<file path="src/rtl/ov9281_pkg.sv">
// ov9281_pkg
// Shared types and constants for the OV9281 SCCB arbiter slice.
//   sccb_cmd_t   : one register access {rw, addr, wdata}
//   arb_state_e  : arbiter FSM states
//   sccb_slave() : 8-bit bus address for a given direction
package ov9281_pkg;

  localparam logic [7:0]  OV9281_SLAVE_ADDR    = 8'hC0;
  localparam logic [15:0] OV9281_REG_CHIP_ID_H = 16'h300A;
  localparam logic [15:0] OV9281_REG_CHIP_ID_L = 16'h300B;
  localparam logic [15:0] OV9281_REG_MODE_SEL  = 16'h0100;

  typedef struct packed {
    logic        rw;     // 0 = write, 1 = read
    logic [15:0] addr;
    logic [7:0]  wdata;
  } sccb_cmd_t;

  typedef enum logic [2:0] {
    ST_IDLE,
    ST_ISSUE,
    ST_WAIT,
    ST_BACKOFF,
    ST_COMPLETE
  } arb_state_e;

  // Read address is the write address with the LSB set.
  function automatic logic [7:0] sccb_slave(input logic [7:0] base, input logic rw);
    return base | {7'b0, rw};
  endfunction

endpackage

</file>
<file path="src/rtl/ov9281_rr_pick.sv">
// ov9281_rr_pick
// Combinational one-hot picker. With PRIO0 set, port 0 wins whenever it
// requests; otherwise the first requester at or after ptr_i (wrapping) wins.
//   req_i : request vector
//   ptr_i : round-robin start index (must be < N_REQ)
//   gnt_o : one-hot winner, zero when nothing requests
//   idx_o : binary winner index
//   any_o : at least one request present
module ov9281_rr_pick #(
  parameter int N_REQ = 3,
  parameter int PRIO0 = 1,
  localparam int IW   = $clog2(N_REQ)
) (
  input  logic [N_REQ-1:0] req_i,
  input  logic [IW-1:0]    ptr_i,
  output logic [N_REQ-1:0] gnt_o,
  output logic [IW-1:0]    idx_o,
  output logic             any_o
);

  logic          found;
  logic [IW-1:0] k;

  always_comb begin
    gnt_o = '0;
    idx_o = '0;
    any_o = |req_i;
    found = 1'b0;
    k     = '0;
    if (PRIO0 != 0 && req_i[0]) begin
      gnt_o[0] = 1'b1;
      found    = 1'b1;
    end else begin
      for (int i = 0; i < N_REQ; i++) begin
        k = IW'((int'(ptr_i) + i) % N_REQ);
        if (!found && req_i[k]) begin
          found    = 1'b1;
          gnt_o[k] = 1'b1;
          idx_o    = k;
        end
      end
    end
  end

endmodule

</file>
<file path="src/rtl/ov9281_sccb_arbiter.sv">
// ov9281_sccb_arbiter
// Shares one SCCB/I2C master between N_REQ requesters. Each requester posts a
// single register read/write; the winner's command is latched, issued to the
// engine, retried on NACK / arbitration loss with an idle gap, and aborted on
// timeout. Completion is reported with a one-hot done pulse plus err/rdata.
//   clk, i_rst            : clock, synchronous active-high reset
//   i_req/_rw/_addr/_wdata: per-port request level and command fields
//   o_req_gnt             : one-hot pulse, command latched
//   o_req_done/err, o_rdata: one-hot completion pulse with status and read data
//   o_mst_*               : command port to the I2C engine (start pulse + held fields)
//   i_mst_*               : engine status (busy, done pulse, nack, arb_lost, rdata)
//   o_busy                : arbiter not idle
module ov9281_sccb_arbiter
  import ov9281_pkg::*;
#(
  parameter int          N_REQ       = 3,
  parameter int          PRIO0       = 1,
  parameter logic [7:0]  SLAVE_ADDR  = OV9281_SLAVE_ADDR,
  parameter int          MAX_RETRY   = 3,
  parameter int          RETRY_GAP   = 1000,   // >= 1
  parameter int          TIMEOUT_CYC = 2000000 // >= 2
) (
  input  logic                  clk,
  input  logic                  i_rst,
  input  logic [N_REQ-1:0]      i_req,
  input  logic [N_REQ-1:0]      i_req_rw,
  input  logic [16*N_REQ-1:0]   i_req_addr,
  input  logic [8*N_REQ-1:0]    i_req_wdata,
  output logic [N_REQ-1:0]      o_req_gnt,
  output logic [N_REQ-1:0]      o_req_done,
  output logic                  o_req_err,
  output logic [7:0]            o_rdata,
  output logic                  o_mst_start,
  output logic                  o_mst_rw,
  output logic [7:0]            o_mst_slave,
  output logic [15:0]           o_mst_addr,
  output logic [7:0]            o_mst_wdata,
  input  logic                  i_mst_busy,
  input  logic                  i_mst_done,
  input  logic                  i_mst_nack,
  input  logic                  i_mst_arb_lost,
  input  logic [7:0]            i_mst_rdata,
  output logic                  o_busy
);

  localparam int IW = $clog2(N_REQ);
  localparam int RW = (MAX_RETRY > 0) ? $clog2(MAX_RETRY + 1) : 1;
  localparam int TW = $clog2(TIMEOUT_CYC);
  localparam int GW = $clog2(RETRY_GAP + 1);

  localparam logic [RW-1:0] RETRY_MAX = RW'(MAX_RETRY);
  localparam logic [TW-1:0] TMO_LAST  = TW'(TIMEOUT_CYC - 1);
  localparam logic [GW-1:0] GAP_LAST  = GW'(RETRY_GAP - 1);

  arb_state_e       state_q, state_d;
  sccb_cmd_t        cmd_q, cmd_d;
  logic [IW-1:0]    win_q, win_d;
  logic [IW-1:0]    ptr_q, ptr_d;
  logic [RW-1:0]    retry_q, retry_d;
  logic [TW-1:0]    tmo_q, tmo_d;
  logic [GW-1:0]    gap_q, gap_d;
  logic             err_q, err_d;
  logic [7:0]       rdata_q, rdata_d;
  logic [N_REQ-1:0] gnt_q, gnt_d;
  logic             start_q, start_d;

  logic [N_REQ-1:0] pick_gnt;
  logic [IW-1:0]    pick_idx;
  logic             pick_any;

  logic [15:0] addr_a  [N_REQ];
  logic [7:0]  wdata_a [N_REQ];

  for (genvar g = 0; g < N_REQ; g++) begin : g_unpack
    assign addr_a[g]  = i_req_addr[16*g +: 16];
    assign wdata_a[g] = i_req_wdata[8*g +: 8];
  end

  ov9281_rr_pick #(
    .N_REQ (N_REQ),
    .PRIO0 (PRIO0)
  ) u_pick (
    .req_i (i_req),
    .ptr_i (ptr_q),
    .gnt_o (pick_gnt),
    .idx_o (pick_idx),
    .any_o (pick_any)
  );

  always_comb begin
    state_d = state_q;
    cmd_d   = cmd_q;
    win_d   = win_q;
    ptr_d   = ptr_q;
    retry_d = retry_q;
    tmo_d   = tmo_q;
    gap_d   = gap_q;
    err_d   = err_q;
    rdata_d = rdata_q;
    gnt_d   = '0;
    start_d = 1'b0;

    unique case (state_q)
      ST_IDLE: begin
        if (pick_any && !i_mst_busy) begin
          win_d       = pick_idx;
          gnt_d       = pick_gnt;
          cmd_d.rw    = i_req_rw[pick_idx];
          cmd_d.addr  = addr_a[pick_idx];
          cmd_d.wdata = wdata_a[pick_idx];
          ptr_d       = (pick_idx == IW'(N_REQ - 1)) ? '0 : pick_idx + 1'b1;
          state_d     = ST_ISSUE;
        end
      end
      ST_ISSUE: begin
        start_d = 1'b1;
        tmo_d   = '0;
        state_d = ST_WAIT;
      end
      ST_WAIT: begin
        if (i_mst_done) begin
          // nack and arb_lost together still count as one retry event
          if (i_mst_nack || i_mst_arb_lost) begin
            if (retry_q < RETRY_MAX) begin
              retry_d = retry_q + 1'b1;
              gap_d   = '0;
              state_d = ST_BACKOFF;
            end else begin
              err_d   = 1'b1;
              rdata_d = '0;
              state_d = ST_COMPLETE;
            end
          end else begin
            err_d   = 1'b0;
            rdata_d = cmd_q.rw ? i_mst_rdata : 8'h00;
            state_d = ST_COMPLETE;
          end
        end else if (tmo_q == TMO_LAST) begin
          err_d   = 1'b1;
          rdata_d = '0;
          state_d = ST_COMPLETE;
        end else if (tmo_q != '1) begin
          tmo_d = tmo_q + 1'b1;
        end
      end
      ST_BACKOFF: begin
        if (gap_q == GAP_LAST) begin
          if (!i_mst_busy) state_d = ST_ISSUE;
        end else begin
          gap_d = gap_q + 1'b1;
        end
      end
      ST_COMPLETE: begin
        retry_d = '0;
        err_d   = 1'b0;
        rdata_d = '0;
        state_d = ST_IDLE;
      end
      default: state_d = ST_IDLE;
    endcase
  end

  always_ff @(posedge clk) begin
    if (i_rst) begin
      state_q <= ST_IDLE;
      cmd_q   <= '0;
      win_q   <= '0;
      ptr_q   <= '0;
      retry_q <= '0;
      tmo_q   <= '0;
      gap_q   <= '0;
      err_q   <= 1'b0;
      rdata_q <= '0;
      gnt_q   <= '0;
      start_q <= 1'b0;
    end else begin
      state_q <= state_d;
      cmd_q   <= cmd_d;
      win_q   <= win_d;
      ptr_q   <= ptr_d;
      retry_q <= retry_d;
      tmo_q   <= tmo_d;
      gap_q   <= gap_d;
      err_q   <= err_d;
      rdata_q <= rdata_d;
      gnt_q   <= gnt_d;
      start_q <= start_d;
    end
  end

  logic active;
  logic complete;

  assign active   = (state_q != ST_IDLE);
  assign complete = (state_q == ST_COMPLETE);

  assign o_req_gnt   = gnt_q;
  assign o_req_done  = complete ? (N_REQ'(1) << win_q) : '0;
  assign o_req_err   = complete & err_q;
  assign o_rdata     = complete ? rdata_q : 8'h00;
  assign o_mst_start = start_q;
  assign o_mst_rw    = active & cmd_q.rw;
  assign o_mst_slave = active ? sccb_slave(SLAVE_ADDR, cmd_q.rw) : 8'h00;
  assign o_mst_addr  = active ? cmd_q.addr : 16'h0000;
  assign o_mst_wdata = active ? cmd_q.wdata : 8'h00;
  assign o_busy      = active;

endmodule
</file>
<file path="config.mk">
export PLATFORM = sky130hd
export DESIGN_NAME = ov9281_sccb_arbiter
export DESIGN_NICKNAME = d
export VERILOG_FILES = /design/src/rtl/ov9281_pkg.sv /design/src/rtl/ov9281_rr_pick.sv /design/src/rtl/ov9281_sccb_arbiter.sv
export SDC_FILE = /design/constraint.sdc
export NUM_CORES = 1
export LEC_CHECK = 0
export ABC_AREA = 1
export ABC_CLOCK_PERIOD_IN_PS = 5400
export BUFFER_PORTS_ARGS = -buffer_cell sky130_fd_sc_hd__buf_2
export CORE_MARGIN = 4
export CORE_UTILIZATION = 40
export CTS_CLUSTER_DIAMETER = 120
export DETAILED_ROUTE_END_ITERATION = 16
export GPL_ROUTABILITY_DRIVEN = 0
export PLACE_DENSITY = 0.75
export SYNTH_ARGS = -nofsm -noshare
export SYNTH_HDL_FRONTEND = slang
export SYNTH_SLANG_ARGS = --single-unit
</file>
<file path="constraint.sdc">
create_clock -name clk -period 5.4 [get_ports clk]
set_clock_uncertainty 0.05 [all_clocks]
set_input_delay 1.08 -clock clk [delete_from_list [all_inputs] [get_ports clk]]
set_output_delay 1.08 -clock clk [all_outputs]
set_load 0.005 [all_outputs]
</file>
-- Word-level counts from Yosys, hierarchy flattened
Index checks and enable logic that the tools add are counted.
- add/subtract/negate cells: 6
- div/mod/pow operators: 3
- order comparisons: 9
- equality and inequality tests: 20
- shift operators: 1
- multiplexer cells: 73
- bitwise gates (word level): 7
- reduce and logical (&&, ||, !) cells: 24
- operators with widths (cell ; number):
    $mux W8 ; 10
    $mod A32 B3 Y32 const B ; 2
    $mux W21 ; 3
    $mux W16 ; 3
    $pmux W21 S2 ; 1
    $mux W10 ; 4
    $mux W3 ; 13
    $bmux W16 S2 ; 1
    $mod A3 B3 Y32 const B ; 1
    $add A21 B1 Y21 const B ; 1
    $eq A21 B21 Y1 const B ; 1
    $ne A21 B21 Y1 const B ; 1
    $ne A2 B2 Y1 const B ; 10
    $pmux W10 S2 ; 1
    $mux W1 ; 17
    $bmux W8 S2 ; 1
    $mux W2 ; 8
    $pmux W8 S2 ; 1
    $lt A2 B3 Y1 const B ; 4
    $pmux W3 S4 ; 1
    $reduce_and A4 Y1 ; 3
    $add A10 B1 Y10 const B ; 1
    $eq A10 B10 Y1 const B ; 1
    $bmux W1 S2 ; 4
    other kinds (31) ; 50
- bits in registers: 78
- logic and storage cells: 157

-- Longest topological paths before layout
Gate-level depths: netlist (run 1).
- word-level depth: 17
- gate-level depth with buffers: 16
- mapped depth without buffers: 15

-- By module
From an unflattened synthesis (run 1), not the netlist that was laid out.
- cell total of the unflattened synthesis: 796
- area total of the unflattened synthesis: 4971.0 µm²
- modules (own cells, without submodules) (module ; instances ; cells an instance ; area an instance (µm²) ; seq. area each (µm²)):
    ov9281_sccb_arbiter ; 1 ; 729 ; 4604.4 ; 1561.5
    ov9281_rr_pick ; 1 ; 67 ; 366.6 ; 0.0

-- Least setup slack after synthesis (run 1)
Ideal clock, no wire load.
- path kind: input to register
- start: input port i_req[2]
- end: register cmd_q[14] (netlist bit)
- library setup time: 0.109 ns
- arrival time: 2.197 ns
- required time: 5.241 ns
- path slack: 3.044 ns
- stages: 13
- path through: inv_1 -> o21ai_2 -> nand2_4 -> nand3_2 -> nand2_1 -> nor2_1 -> nor2_4 -> buf_6 -> buf_12 -> nand3_2 -> nand3_1 -> nand2_1 -> inv_1
- cells in the longest elaborated chain, start to end: 16
- elaborated cells between the ends (all ways): 25
- ends and longest elaborated chain (what ; RTL line ; RTL):
    start: declaration ; ov9281_sccb_arbiter.sv:25 ; input logic [N_REQ-1:0] i_req,
    $bmux W1 S2 ; ov9281_rr_pick.sv:36 ; if (!found && req_i[k]) begin
    $mux W1 (implied by the code) ; ov9281_rr_pick.sv:36 ;
    $mux W1 ; ov9281_rr_pick.sv:36 ;
    $mux W1 ; ov9281_rr_pick.sv:30 ; if (PRIO0 != 0 && req_i[0]) begin
    $logic_not A1 Y1 ; ov9281_rr_pick.sv:36 ;
    $logic_and A1 B1 Y1 ; ov9281_rr_pick.sv:36 ;
    $mux W1 ; ov9281_rr_pick.sv:36 ;
    $mux W1 ; ov9281_rr_pick.sv:30 ;
    $logic_not A1 Y1 ; ov9281_rr_pick.sv:36 ;
    $logic_and A1 B1 Y1 ; ov9281_rr_pick.sv:36 ;
    $mux W2 ; ov9281_rr_pick.sv:36 ;
    $mux W2 ; ov9281_rr_pick.sv:30 ;
    $not A2 Y3 (implied by the code) ; ov9281_sccb_arbiter.sv:109 ; cmd_d.addr = addr_a[pick_idx];
    $bmux W16 S2 ; ov9281_sccb_arbiter.sv:109 ;
    $mux W16 (implied by the code) (2 in series) ; ov9281_sccb_arbiter.sv:109 ;
    end signal: assignment ; ov9281_sccb_arbiter.sv:178 ; cmd_q <= cmd_d;
    end: declaration ; ov9281_sccb_arbiter.sv:56 ; sccb_cmd_t cmd_q, cmd_d;
Several ways; a longest one is shown, not always the timed one. The select of a mux whose other input is x is not followed.
A chain may end at the register's enable or synchronous reset.

-- Worst setup path after layout (run 1)
- start: input port i_req[0]
- end: register ptr_q[1]
- cells in the longest elaborated chain, start to end: 14
- elaborated cells between the ends (all ways): 24
- ends and longest elaborated chain (what ; RTL line ; RTL):
    $bmux W1 S2 ; ov9281_rr_pick.sv:36 ;
    $mux W1 (implied by the code) ; ov9281_rr_pick.sv:36 ;
    $mux W1 ; ov9281_rr_pick.sv:36 ;
    $mux W1 ; ov9281_rr_pick.sv:30 ;
    $logic_not A1 Y1 ; ov9281_rr_pick.sv:36 ;
    $logic_and A1 B1 Y1 ; ov9281_rr_pick.sv:36 ;
    $mux W1 ; ov9281_rr_pick.sv:36 ;
    $mux W1 ; ov9281_rr_pick.sv:30 ;
    $logic_not A1 Y1 ; ov9281_rr_pick.sv:36 ;
    $logic_and A1 B1 Y1 ; ov9281_rr_pick.sv:36 ;
    $mux W2 ; ov9281_rr_pick.sv:36 ;
    $mux W2 ; ov9281_rr_pick.sv:30 ;
    $add A2 B1 Y2 / $eq A2 B2 Y1 (equally long branches) ; ov9281_sccb_arbiter.sv:111 ; ptr_d = (pick_idx == IW'(N_REQ - 1)) ? '0 : pick_idx + 1'b1;
    $mux W2 ; ov9281_sccb_arbiter.sv:111 ;
    end signal: assignment ; ov9281_sccb_arbiter.sv:180 ; ptr_q <= ptr_d;
    end: declaration ; ov9281_sccb_arbiter.sv:58 ; logic [IW-1:0] ptr_q, ptr_d;
Several ways; a longest one is shown, not always the timed one. The select of a mux whose other input is x is not followed.

==> results of run 1 <==
==> flip-flops by register name, summed over array words and instances (netlist names) <==
signal and flops:
tmo_q 21, gap_q 10, cmd_q 25, rdata_q 8
ptr_q 2, retry_q 2, state_q 3, o_mst_start 1
win_q 2, err_q 1, o_req_gnt 3
==> how the worst max path moves through the flow <==
| stage | slack, ns | cells after the start | end |
|---|---|---|---|
| final | 2.15 | 11 | ptr_q[1] |
| after global routing | 1.96 | 9 | o_req_gnt[2] |
| after CTS | 2.19 | 11 | ptr_q[1] |
| after detailed placement | 1.84 | 11 | ptr_q[1] |
| after global placement | 1.91 | 11 | ptr_q[1] |
| after floorplan | 3.04 | 13 | cmd_q[14] |
==> routing by layer <==
layer | GRT usage | vias to the layer above | wire, um
li1 | - | 2833 | -
met1 | 0.242 | 2425 | 6310
met2 | 0.327 | 179 | 6910
met3 | 0.0390 | 23 | 797
met4 | 0.0581 | 0 | 216
met5 | 0 | - | 0
==> worst reg2reg max path, stage by stage (launching register included) <==
cell     delay, ns
dfxtp_1       0.34
nor2_1        0.13
inv_2         0.06
nor2_4        0.54
inv_2         0.19
nor2_4        0.51
inv_2         0.41
nor2_4        0.46
nand2_1       0.13
a31oi_1       0.15
==> layout by cell type, fill, tap and decap left out, types with 3 or more instances in the layout <==
| master | count |
|---|---|
| o21ai_0 | 10 |
| clkbuf_16 | 9 |
| dfxtp_1 | 78 |
| clkinv_2 | 4 |
| nand2_4 | 3 |
| inv_2 | 13 |
| nor2_4 | 4 |
| a211oi_1 | 4 |
| nor2_1 | 84 |
| inv_1 | 109 |
| buf_2 | 136 |
| conb_1 | 5 |
| nand4_1 | 20 |
| nor3_1 | 20 |
| a31oi_1 | 3 |
| a21oi_1 | 54 |
| nand3_2 | 6 |
| ha_1 | 7 |
| nand2_2 | 5 |
| nand3_1 | 101 |
| nand2_1 | 233 |
| xor2_1 | 14 |
==> metrics by stage <==
stage,worst slack (ns),cells,util,hold WS [ns],area (um2)
after floorplan,3.04,835,-,0.393,5190
after global placement,1.91,1102,0.460,0.403,5810
after detailed placement,1.84,1102,0.460,0.408,5810
after CTS,2.19,1118,0.482,0.418,6080
after global routing,1.96,1118,0.482,0.435,6080
final,2.15,1118,0.482,0.415,6080
==> power breakdown <==
part           leakage, nW  internal, W  switching, W  total, W
Combinational         2.13     0.000303      0.000725   0.00103
Clock                0.138     0.000322      0.000236  0.000558
Sequential           0.634     0.000664     0.0000493  0.000713
Total                 2.90      0.00129       0.00101   0.00230
==> area by class of cell <==
type	instances	area, um2	area share
multi-input combinational	593	2880	0.474
inverter	122	458	0.0753
clock buffer	10	239	0.0393
clock inverter	6	36.3	0.00597
timing repair buffer	137	688	0.113
sequential	78	1560	0.257
tap	172	215	0.0354
==> cells by family after synthesis <==
logic type | after synthesis | synth area share
and+or+nand+nor | 486 | 0.426
buffers and inverters | 164 | 0.143
AOI/OAI and AO/OA | 79 | 0.0842
DFF | 78 | 0.302
xor gates and xnor gates | 16 | 0.0271
adders and majority gates | 7 | 0.0169
other | 1 | 0.000725
==> Yosys cell counts, types with 3 or more instances <==
master and count:
nand2_1 233, inv_1 109, nand3_1 101, nor2_1 84
dfxtp_1 78, a21oi_1 54, nand4_1 20, nor3_1 20
xor2_1 14, buf_4 13, clkbuf_1 13, inv_2 13
o21ai_0 10, buf_2 7, buf_6 7, ha_1 7
nand3_2 6, nand2_2 5, a211oi_1 4, nor2_4 4
a31oi_1 3, nand2_4 3
==> flow_metrics.tcl, run 1 <==
set metrics [dict create \
    ys.warnings.count 0 \
    setup_violations 0 \
    ys_seq_elements 78 \
    ys.flop_type "dfxtp_1" \
    yosysTopAreaCell "dfxtp_1" \
    vias_per_cell 4.88 \
    crit_chain "buf_2 > inv_2 > nand2_1 > nand3_1 > nand2_1 > nand3_1 > nand3_4 > nand2_4 > and2_1 > nand2_1 > a21oi_1" \
    p_leak_nw 2.90 \
    holdPathEnd "rdata_q[4]" \
    die_h_um 122 \
    drt_wl_total_um 14200 \
    ctsHoldBuffers 0 \
    crit_path_start "i_req[0]" \
    synth_cell_types 42 \
    ctsHtreeMaxLevel 3 \
    ys_seq_area_frac 0.302 \
    setup_tns_ns 0 \
    arrival_ns 3.46 \
    syn_area_per_cell_um2 6.22 \
    drt_first_pass_iters 5 \
    synth_top_area_frac 0.302 \
    synth-edff-count 0 \
    coreArea_um2 12600 \
    cts_setup_buffers 0 \
    drive_gt1_frac 0.204 \
    crit_path_end_kind "flip-flop" \
    r2r-start "state_q[0]" \
    track_usage 0.191 \
    dieWidth_um 122 \
    outcome "complete, no violations" \
    netlist_area_um2 5170 \
    dieArea_um2 14800 \
    antenna_found_initial 0 \
    max_stage_delay_ns 0.50 \
    min_period_over_period 0.601 \
    synth_area_leaders "dfxtp_1, nand2_1, nand3_1, inv_1, nor2_1" \
    port-buffer-count 136 \
    grt_max_degree 51 \
    crit_slowest_cell "nand2_4" \
    root_buffer "clkbuf_16" \
    cpLargestDelayFamily "simple AND/OR/NAND/NOR gates" \
    grt-ovfl-total 0 \
    worstSetupPathType "in -> reg" \
    timing.fmax_mhz 308 \
    p_per_area_nw_per_um2 378 \
    hold_depth 2 \
    timing.rr.end "o_req_gnt[2]" \
    wl_per_cell_um 12.7 \
    initial_core_util 0.410 \
    io_pins 142 \
    clockBufferDepth 2 \
    num_vias 5460 \
    crit_required_ns 5.61 \
    diodes 0 \
    ant_nets 0 \
    ctsResizeCount 0 \
    remaining_drc_errors 0 \
    p_total_w 0.00230 \
    clk_latency_ns 0.33 \
    hpwl_um 10500 \
    fin_crit_ns 3.25 \
    cts_tree "done" \
    clk_transition_reported_paths_ns 0.06 \
    first_global_vias 5008 \
    cpMostUsedCell "nand2_1" \
    worstHoldPathType "reg -> reg" \
    row_count 41 \
    cts_made_buffers 9 \
    syn-instance-count 831 \
    synthArstFlopShare 0 \
    fin_nets 1040 \
    nFillCells 1369 \
    maxCapViolations 0 \
    r2r_slack_ns 2.35 \
    reg2regPathDepth 9 \
    drv_slew 0 \
    peakVddDrop_mv 0.205 \
    grt_pass1_wl_um 23300 \
    min_from "rdata_q[4]" \
    rsz0062_at_grt "false" \
    slew_headroom 0.506 \
    tightest_slew_ns 0.734 \
    cp.buffers_inverters 2 \
    critPathMaxFanout 46 \
    finalHoldViolCount 0 \
    first_iter_violations 319 \
    clock-sinks 78 \
    start_kind "input port" \
    syn2layout_area_growth_pct 17.6 \
]
No activity file was read; power rests on OpenSTA's default activity.
==> inputs of run 2 (changes only) <==
- ABC_AREA: 1 -> 0
- ABC_CLOCK_PERIOD_IN_PS: 5400 -> 3100
- PLACE_DENSITY: 0.75 -> 0.76
- clock period: 5.4 -> 3.1 ns (I/O delays scaled with it)
==> run 2 against run 1 <==
  * Worst hold slack better by 0.0061 ns
  * Clock power up 40%
  * Largest power group is now sequential cells
  * Non-clock buffer count up 12
  * Area after synthesis down 14%
  * Global-route usage down 1.4 points
  * Total power up 3.7%
  * Sequential power up 53%
  * Combinational power down 50%
  * Utilization up 1.7 points
==> flow_metrics.tcl, run 2 <==
set metrics [dict create \
    top_regs "cmd_q (25), tmo_q (21), gap_q (10)" \
    p_comb_frac 0.215 \
    layout.cells.non_filler 805 \
    grt-ovfl-total 0 \
    coreArea_um2 10800 \
    use_met1 0.226 \
    yosys-top-cells-count "dfxtp_1, nand2_1, nor2_1, and2_1, mux2i_1" \
    fin_nets 759 \
    synth_most_common_cell "dfxtp_1" \
    grt.busiest_layer "met2" \
    rsz0062_at_grt "false" \
    reg2regPathDepth 7 \
    timing.rr.end "cmd_q[4]" \
    mostFrequentLayoutCells "buf_2, dfxtp_1, nand2_1" \
    ctsHoldBuffers 0 \
    drv_slew 0 \
    r2r-start "ptr_q[0]" \
    crit_required_ns 3.31 \
    ys_seq_area_frac 0.352 \
    dieWidth_um 113 \
    power_frac_seq 0.458 \
    synth_area_leaders "dfxtp_1, mux2i_1, nand2_1, nor2_1, and2_1" \
    syn-instance-count 537 \
    synth_fa_ha_area_frac 0.0198 \
    synthArstFlopShare 0 \
    power_switching_w 0.000713 \
    io_pins 142 \
    largest_register "cmd_q" \
    num_vias 4303 \
    mostFrequentLayoutCell "buf_2" \
    crit_path_end_kind "flip-flop" \
    grt_use_met3 0.0422 \
    clk_transition_reported_paths_ns 0.09 \
    hpwl_um 8630 \
    syn2layout_area_growth_pct 21.9 \
    clock-sinks 78 \
    first_iter_violations 234 \
    synth-edff-count 0 \
    finalInstanceArea_um2 5400 \
    p_clk_frac 0.328 \
    cts_tree "done" \
    largest_register_ffs 25 \
    wl_per_cell_um 14.2 \
    setup_tns_ns 0 \
    ant_nets 0 \
    worstSetupPathType "reg -> reg" \
    die_h_um 113 \
    ctsHtreeMaxLevel 3 \
    p_leak_nw 2.30 \
    synthXorXnorAreaFrac 0.0375 \
    dpl_cell_area_um2 5200 \
    use_met2 0.293 \
    synth-simple-area-share 0.297 \
    slew_headroom 0.343 \
    syn_area_per_cell_um2 8.26 \
    ys.flop_type "dfxtp_1" \
    setup_violations 0 \
    synth_top_area_frac 0.352 \
    diodes 0 \
    seq_area_um2 1560 \
    peakVddDrop_mv 0.192 \
    nFillCells 1039 \
    worstHoldPathType "reg -> reg" \
    start_kind "flip-flop" \
    internal_power_w 0.00167 \
    crit_path_start "ptr_q[0]" \
    multi_input_area_um2 2610 \
    ys_seq_elements 78 \
    clk_latency_ns 0.35 \
    synth_mux_area_frac 0.0706 \
    tightest_slew_ns 0.982 \
    maxCapViolations 0 \
    timing.fmax_mhz 388 \
    r2r_slack_ns 0.52 \
    worst_slack_ns 0.521 \
    synth_top_family_by_area "simple AND/OR/NAND/NOR gates" \
    cts_made_buffers 9 \
    first_global_vias 4211 \
    p_per_area_nw_per_um2 441 \
    track_usage 0.177 \
    critPathMaxFanout 11 \
    place_ws_ns 0.605 \
    root_buffer "clkbuf_8" \
    drt_wl_total_um 11500 \
    clockBufferDepth 2 \
    ctsResizeCount 0 \
    finalHoldViolCount 0 \
    yosysTopAreaCell "dfxtp_1" \
    port-buffer-count 136 \
    outcome "complete, no violations" \
    initial_core_util 0.409 \
    switching_share 0.299 \
    drt_first_pass_iters 5 \
    vias_per_cell 5.35 \
    grt_max_degree 31 \
    grt_pass1_wl_um 19100 \
    cts_setup_buffers 0 \
    p_total_w 0.00238 \
    remaining_drc_errors 0 \
    antenna_found_initial 0 \
    synth_cell_types 61 \
    dieArea_um2 12800 \
    dp_cells 789 \
    arrival_ns 2.79 \
    min_period_over_period 0.832 \
    synth-compound-area-share 0.159 \
    netlist_area_um2 4430 \
    fin_crit_ns 2.58 \
    ys.warnings.count 0 \
    endpoint "cmd_q[4]" \
    row_count 38 \
    drive_gt1_frac 0.283 \
]
==> run 2: cell type report <==
cell class	count	area share
Clock buffer	12	0.0269
Clock inverter	4	0.0102
Inverter	22	0.0153
Multi-Input combinational cell	400	0.482
Sequential cell	78	0.289
Tap cell	140	0.0324
Timing Repair Buffer	149	0.144
==> run 2: per-stage QoR <==
step	utilization	hold WS (ns)
detailed placement	0.480	0.398
finish	0.498	0.421
global route	0.498	0.437
global placement	0.480	0.387
CTS	0.498	0.424
floorplan	-	0.374
==> run 2: critical path, stage by stage (launching register included) <==
cell      delay [ns]
dfxtp_1         0.37
inv_1           0.09
ha_1            0.34
and3b_1         0.25
o21ai_0         0.48
and3_1          0.51
a221oi_1        0.14
a211oi_1        0.29
==> run 2: how the worst min path moves through the flow <==
stage	start	endpoint	slack (ns)	depth (start not counted)
floorplan	cmd_q[19]	cmd_q[19]	0.37	2
global placement	cmd_q[22]	cmd_q[22]	0.39	2
detailed placement	cmd_q[5]	cmd_q[5]	0.40	2
CTS	cmd_q[23]	cmd_q[23]	0.42	2
global route	i_req_addr[18]	cmd_q[10]	0.44	3
finish	rdata_q[6]	rdata_q[6]	0.42	2
==> run 2: logic make-up after synthesis <==
group,after synthesis
AND/OR/NAND/NOR,253
AO/OA/AOI/OAI,85
flip-flops,78
buffers and inverters,63
multiplexers,31
XOR/XNOR,19
adder cells (fa/ha/maj),7
other,1
==> run 2: per-layer routing <==
metal | vias to the layer above | routed length [um]
met1 | 1973 | 4990
met4 | 0 | 214
met3 | 17 | 860
met5 | - | 0
li1 | 2134 | -
met2 | 179 | 5400
==> run 2: power by group through the flow <==
| stage | Sequential, W | Combinational [W] | Clock [W] |
|---|---|---|---|
| final | 0.00109 | 0.000512 | 0.000781 |
| after detailed placement | 0.00111 | 0.000510 | 0 |
| after global placement | 0.00111 | 0.000495 | 0 |
| after floorplan | 0.00110 | 0.000341 | 0 |
| after global routing | 0.00110 | 0.000565 | 0.000855 |
| after CTS | 0.00109 | 0.000511 | 0.000809 |
